File: src/rtl/imm_extend_pipe.sv
// rtl/imm_extend_pipe.sv - pipelined LEGv8 immediate generator with 2-entry skid and error counting
module imm_extend_pipe #(
    parameter int OUT_W     = 64,
    parameter int ERR_CNT_W = 8
) (
    input  logic                 CLK,
    input  logic                 resetl,
    input  logic                 in_valid,
    output logic                 in_ready,
    input  logic [25:0]          Imm26,
    input  logic [2:0]           Ctrl,
    output logic                 out_valid,
    input  logic                 out_ready,
    output logic [OUT_W-1:0]     BusImm,
    output logic                 out_err,
    output logic [ERR_CNT_W-1:0] err_cnt
);

    localparam logic [1:0] S_EMPTY = 2'd0;
    localparam logic [1:0] S_ONE   = 2'd1;
    localparam logic [1:0] S_TWO   = 2'd2;

    localparam logic [7:0] OUT_W_B = 8'(OUT_W);

    logic [1:0]           state_q,    state_d;
    logic [OUT_W-1:0]     main_q,     main_d;
    logic                 main_err_q, main_err_d;
    logic [OUT_W-1:0]     skid_q,     skid_d;
    logic                 skid_err_q, skid_err_d;
    logic [ERR_CNT_W-1:0] err_cnt_q,  err_cnt_d;
    logic                 in_ready_q, in_ready_d;

    logic [63:0]          ext_full;
    logic [OUT_W-1:0]     ext_imm;
    logic                 ext_illegal;
    logic [7:0]           movz_top;
    logic                 accept;
    logic                 out_fire;

    assign accept    = in_valid & in_ready_q;
    assign out_valid = (state_q != S_EMPTY);
    assign out_fire  = out_valid & out_ready;

    // Extend/shift the incoming field to 64 bits; the low OUT_W bits are kept.
    // MOVZ is illegal when its 16-bit chunk would land above OUT_W.
    always_comb begin
        ext_full    = '0;
        ext_illegal = 1'b0;
        movz_top    = {2'b00, Imm26[22:21], 4'b0000} + 8'd16;
        case (Ctrl)
            3'b000: ext_full = {{55{Imm26[20]}}, Imm26[20:12]};
            3'b001: ext_full = {{52{Imm26[21]}}, Imm26[21:10]};
            3'b010: ext_full = {{45{Imm26[23]}}, Imm26[23:5]};
            3'b011: ext_full = {{38{Imm26[25]}}, Imm26[25:0]};
            3'b100: begin
                if (movz_top > OUT_W_B) begin
                    ext_illegal = 1'b1;
                end else begin
                    ext_full = {48'd0, Imm26[20:5]} << {Imm26[22:21], 4'b0000};
                end
            end
            3'b101: ext_full = {52'd0, Imm26[21:10]};
            3'b110: ext_full = {{43{Imm26[23]}}, Imm26[23:5], 2'b00};
            default: ext_full = {{36{Imm26[25]}}, Imm26[25:0], 2'b00};
        endcase
        ext_imm = ext_full[OUT_W-1:0];
    end

    // Next-state for the main/skid pair; main always drives the outputs.
    always_comb begin
        state_d    = state_q;
        main_d     = main_q;
        main_err_d = main_err_q;
        skid_d     = skid_q;
        skid_err_d = skid_err_q;
        err_cnt_d  = err_cnt_q;
        case (state_q)
            S_EMPTY: begin
                if (accept) begin
                    main_d     = ext_imm;
                    main_err_d = ext_illegal;
                    state_d    = S_ONE;
                end
            end
            S_ONE: begin
                if (accept && out_fire) begin
                    main_d     = ext_imm;
                    main_err_d = ext_illegal;
                end else if (accept) begin
                    skid_d     = ext_imm;
                    skid_err_d = ext_illegal;
                    state_d    = S_TWO;
                end else if (out_fire) begin
                    state_d    = S_EMPTY;
                end
            end
            S_TWO: begin
                if (out_fire) begin
                    main_d     = skid_q;
                    main_err_d = skid_err_q;
                    state_d    = S_ONE;
                end
            end
            default: state_d = S_EMPTY;
        endcase
        if (accept && ext_illegal && (err_cnt_q != {ERR_CNT_W{1'b1}})) begin
            err_cnt_d = err_cnt_q + ERR_CNT_W'(1);
        end
        in_ready_d = (state_d != S_TWO);
    end

    // State and data registers; reset discards everything held and blocks input for one cycle.
    always_ff @(posedge CLK) begin
        if (!resetl) begin
            state_q    <= S_EMPTY;
            main_q     <= '0;
            main_err_q <= 1'b0;
            skid_q     <= '0;
            skid_err_q <= 1'b0;
            err_cnt_q  <= '0;
            in_ready_q <= 1'b0;
        end else begin
            state_q    <= state_d;
            main_q     <= main_d;
            main_err_q <= main_err_d;
            skid_q     <= skid_d;
            skid_err_q <= skid_err_d;
            err_cnt_q  <= err_cnt_d;
            in_ready_q <= in_ready_d;
        end
    end

    assign in_ready = in_ready_q;
    assign BusImm   = main_q;
    assign out_err  = main_err_q;
    assign err_cnt  = err_cnt_q;

endmodule

File: config.mk
export PLATFORM = sky130hd
export DESIGN_NAME = imm_extend_pipe
export DESIGN_NICKNAME = d
export VERILOG_FILES = /design/src/rtl/imm_extend_pipe.sv
export SDC_FILE = /design/constraint.sdc
export NUM_CORES = 1
export LEC_CHECK = 0
export CORE_MARGIN = 1.5
export CORE_UTILIZATION = 35
export CTS_CLUSTER_SIZE = 10
export DETAILED_ROUTE_END_ITERATION = 16
export SETUP_SLACK_MARGIN = 0.15
export SYNTH_ARGS = -nofsm -noshare
export SYNTH_HDL_FRONTEND = slang
export SYNTH_SLANG_ARGS = --single-unit
File: constraint.sdc
create_clock -name CLK -period 5.19 [get_ports CLK]
set_input_delay 1.038 -clock CLK [delete_from_list [all_inputs] [get_ports CLK]]
set_output_delay 1.038 -clock CLK [all_outputs]
set_load 0.01 [all_outputs]
==> qor.csv <==
stage,metric,value,unit
logic_synthesis,Unique masters post-synth,59,
cts,CTS root buffer,clkbuf_16,
worst_setup_path,critical path's slowest cell,nor2b_1,
power_and_ir_drop,Flop pwr share,40.5,%
global_route,initial antenna violation count,0,
cts,H-tree depth,4,
cells_and_area,area delta synth->final,21.5,%
worst_setup_path,r2r setup slk,2.50,ns
worst_setup_path,critical path capture point type,register,
worst_setup_path,CP required,5.56,ns
timing,Worst-Margin Slew,0.976,ns
hold_path,worst hold stages,1,
worst_setup_path,R2R depth,8,
detailed_routing,Via density,5.77,
timing,RSZ-0062 raised after global routing,no,
logic_synthesis,"Primary FF master, synth",dfxtp_1,
logic_synthesis,most area-hungry cell type in the Yosys netlist,dfxtp_1,
cts,CTS tree,yes,
cts,post-cts resize count,0,
timing,final period utilization,64.7,%
die,starting density of the core,35.4,%
power_and_ir_drop,maximum VDD drop,206,µV
die,die area,22000,µm²
logic_synthesis,"Seq/Total Area, Yosys",38.1,%
detailed_routing,via count,7205,
timing,final setup fails,0,
cells_and_area,nets,997,
die,Site Rows,53,
worst_setup_path,CP most frequent cell,buf_4,
hold_path,Hold Crit Start,err_cnt[7],
status,status,finished clean,
logic_synthesis,YS warnings,0,
power_and_ir_drop,P per Cell Area,314,nW/µm²
detailed_routing,Avg WL per Cell,19.1,µm
worst_setup_path,"Arr. time, crit path",3.73,ns
timing,final setup TNS,0,ns
timing,Tmin final,3.36,ns
cells_and_area,"commonest cells after routing, fill and taps aside","nand2_1 (147), dfxtp_1 (141), clkdlybuf4s50_1 (104), a21oi_1 (93), o21ai_0 (76)",
die,Die X,148,µm
worst_setup_path,WS Path Type,in -> reg,
power_and_ir_drop,logic gate share of total power,14.8,%
timing,Fmax achieved,0.298,GHz
worst_setup_path,CP max stage delay,0.64,ns
global_route,GRT overflow,0,
timing,setup ws final,1.83,ns
logic_synthesis,top cells by area in the synthesized netlist,"dfxtp_1 (38%), nand2_1 (7.5%), a21oi_1 (6.3%), a221o_1 (5.1%), o21ai_0 (5.1%)",
logic_synthesis,Cells after Synth,930,
power_and_ir_drop,Pint,2.08,mW
detailed_routing,number of DRC violations after detailed-routing iteration 0,681,
worst_setup_path,FF-to-FF End,BusImm[27],
timing,Max Slew Vio Count,0,
cells_and_area,Inserted Diodes,0,
logic_synthesis,syn nets,963,
worst_setup_path,startpoint types,primary input,
worst_setup_path,cell family with most CP delay,buffers and inverters,
cts,clk_lat worst skew,0.43,ns
cts,CTS sink count,141,
cts,postcts setup bufs,0,
logic_synthesis,Synth top area share,38.1,%
power_and_ir_drop,Switch Pwr,0.743,mW
global_route,largest net degree at the start of global routing,71,
placement,post-detail-place hpwl,13900,µm
run,max-cap violations,0,
logic_synthesis,Post-Synthesis Cell Area,7400,µm²
placement,IO buf count,107,
timing,final hold violations,0,
timing,Slew headroom,34.8,%
worst_setup_path,"Cell Chain, Critical Path","clkdlybuf4s50_1, buf_4, nor2b_1, a22oi_2, o221ai_4, buf_4, a221o_1, and3_1",
placement,GP Congestion,0.819,
logic_synthesis,"flops & latches, synth",141,
power_and_ir_drop,LEAKAGE,3.46,nW
die,die height,148,µm
timing,worst clock skew,0.00634,ns
cells_and_area,layout cells sized above 1,7.19,%
global_route,first-pass GRT wire length,37400,µm
cells_and_area,"commonest non-fill, non-tap cell in the layout",nand2_1,
logic_synthesis,post-synthesis average cell area,7.96,µm²
power_and_ir_drop,Switching Share,26.3,%
cts,CTS Buffer Depth,2,
timing,Worst Hold Slack,0.459,ns
cts,clk slew on worst S/H paths,0.06,ns
detailed_routing,Antenna Nets Post-Route,0,
placement,pre-CTS WS,1.44,ns
detailed_routing,TritonRoute pass-1 iters,5,
hold_path,Hold WC Path Type,reg -> reg,
die,core region area,20900,µm²
power_and_ir_drop,part of the power in the clock network,44.7,%
worst_setup_path,Max Fanout on Critical Path,43,
hold_path,"Endpoint, Worst Hold",err_cnt[7],
global_route,GRT Util Overall,21.8,%
cts,Num CTS Buffers,17,
cts,Post-CTS Hold Buffers,0,
worst_setup_path,CP bufs+invs,3,
logic_synthesis,Post-synth EDFFs,0,
logic_synthesis,Post-synth ARST share,0,%
die,Top Ports,108,
global_route,number of global-route vias before repair,6745,
detailed_routing,Residual DRC,0,
detailed_routing,DRT Wirelength,23800,µm
power_and_ir_drop,Tot Pwr,2.82,mW
worst_setup_path,Crit Reg-Reg Startpoint,state_q[1],
[power groups by stage]
stage	Clock [mW]	Combinational, mW	Sequential (mW)
2_1_floorplan	0	0.254	1.17
3_3_place_gp	0	0.413	1.17
3_5_place_dp	0	0.415	1.17
4_1_cts	1.28	0.417	1.14
5_1_grt	1.32	0.455	1.15
6_report	1.26	0.418	1.14
[registers in the layout, summed over array words and instances (netlist names)]
register    count
out_err         1
BusImm         64
skid_q         64
skid_err_q      1
err_cnt         8
in_ready        1
state_q         2
[area by class of cell]
| class | instances | area (µm²) |
|---|---|---|
| clock inverters | 9 | 139 |
| inverters | 5 | 18.8 |
| flip-flops and latches | 141 | 2820 |
| multi-input cells | 676 | 4030 |
| repair buffers | 123 | 1180 |
| clock buffers | 20 | 457 |
| well taps | 275 | 344 |
| fillers | 2104 | 11900 |
[worst max path at each step]
stage | slack [ns] | startpoint | cells past startpoint | to
3_5_place_dp | 1.44 | Ctrl[2] | 8 | BusImm[33]
6_report | 1.83 | Ctrl[2] | 8 | BusImm[27]
2_1_floorplan | 2.59 | Ctrl[1] | 7 | BusImm[27]
3_3_place_gp | 1.45 | Ctrl[2] | 8 | BusImm[31]
4_1_cts | 1.92 | Ctrl[2] | 8 | BusImm[27]
5_1_grt | 1.69 | out_ready | 7 | BusImm[9]
[per-stage QoR]
| step | util, % | cells | area [µm²] |
|---|---|---|---|
| 6_report | 43.1 | 1249 | 8990 |
| 5_1_grt | 43.1 | 1249 | 8990 |
| 4_1_cts | 43.1 | 1249 | 8990 |
| 3_5_place_dp | 40.2 | 1220 | 8400 |
| 3_3_place_gp | 40.2 | 1220 | 8400 |
| 2_1_floorplan | - | 930 | 7400 |
[cell usage after synthesis, drive strengths merged, types with 2 or more instances]
library cell / count
nand2: 147
dfxtp: 141
a21oi: 94
o21ai: 81
clkbuf: 63
nand3: 59
buf: 45
and3: 43
a221o: 38
and2: 27
nor2: 23
mux2i: 19
o211ai: 17
a221oi: 13
o31ai: 13
or3: 13
nand3b: 11
o2bb2ai: 9
a21boi: 8
nor2b: 7
mux2: 6
a211oi: 5
inv: 5
a22oi: 4
a31o: 3
a32o: 3
o21a: 3
o32ai: 3
or2: 3
a311oi: 2
and3b: 2
and4: 2
nand2b: 2
nor3b: 2
o211a: 2
o22ai: 2
[routing by layer]
metal / vias up / global-route usage [%] / part of all wire (%)
met2: 267 / 33.3 / 44
met3: 46 / 4.23 / 7.0
met5: - / 0 / 0
met1: 3460 / 30.5 / 47
met4: 0 / 7.82 / 2.3
li1: 3432 / - / -
[cell families (layout without fill, tap and decap cells)]
group | count (synthesis) | count (layout) | synth area share [%]
DFF | 141 | 141 | 38.1
buffers and inverters | 113 | 157 | 7.49
muxes | 25 | 25 | 3.70
and+or+nand+nor | 344 | 344 | 23.0
AOI/OAI and AO/OA | 307 | 307 | 27.6
(Power assumes the default switching activity.)
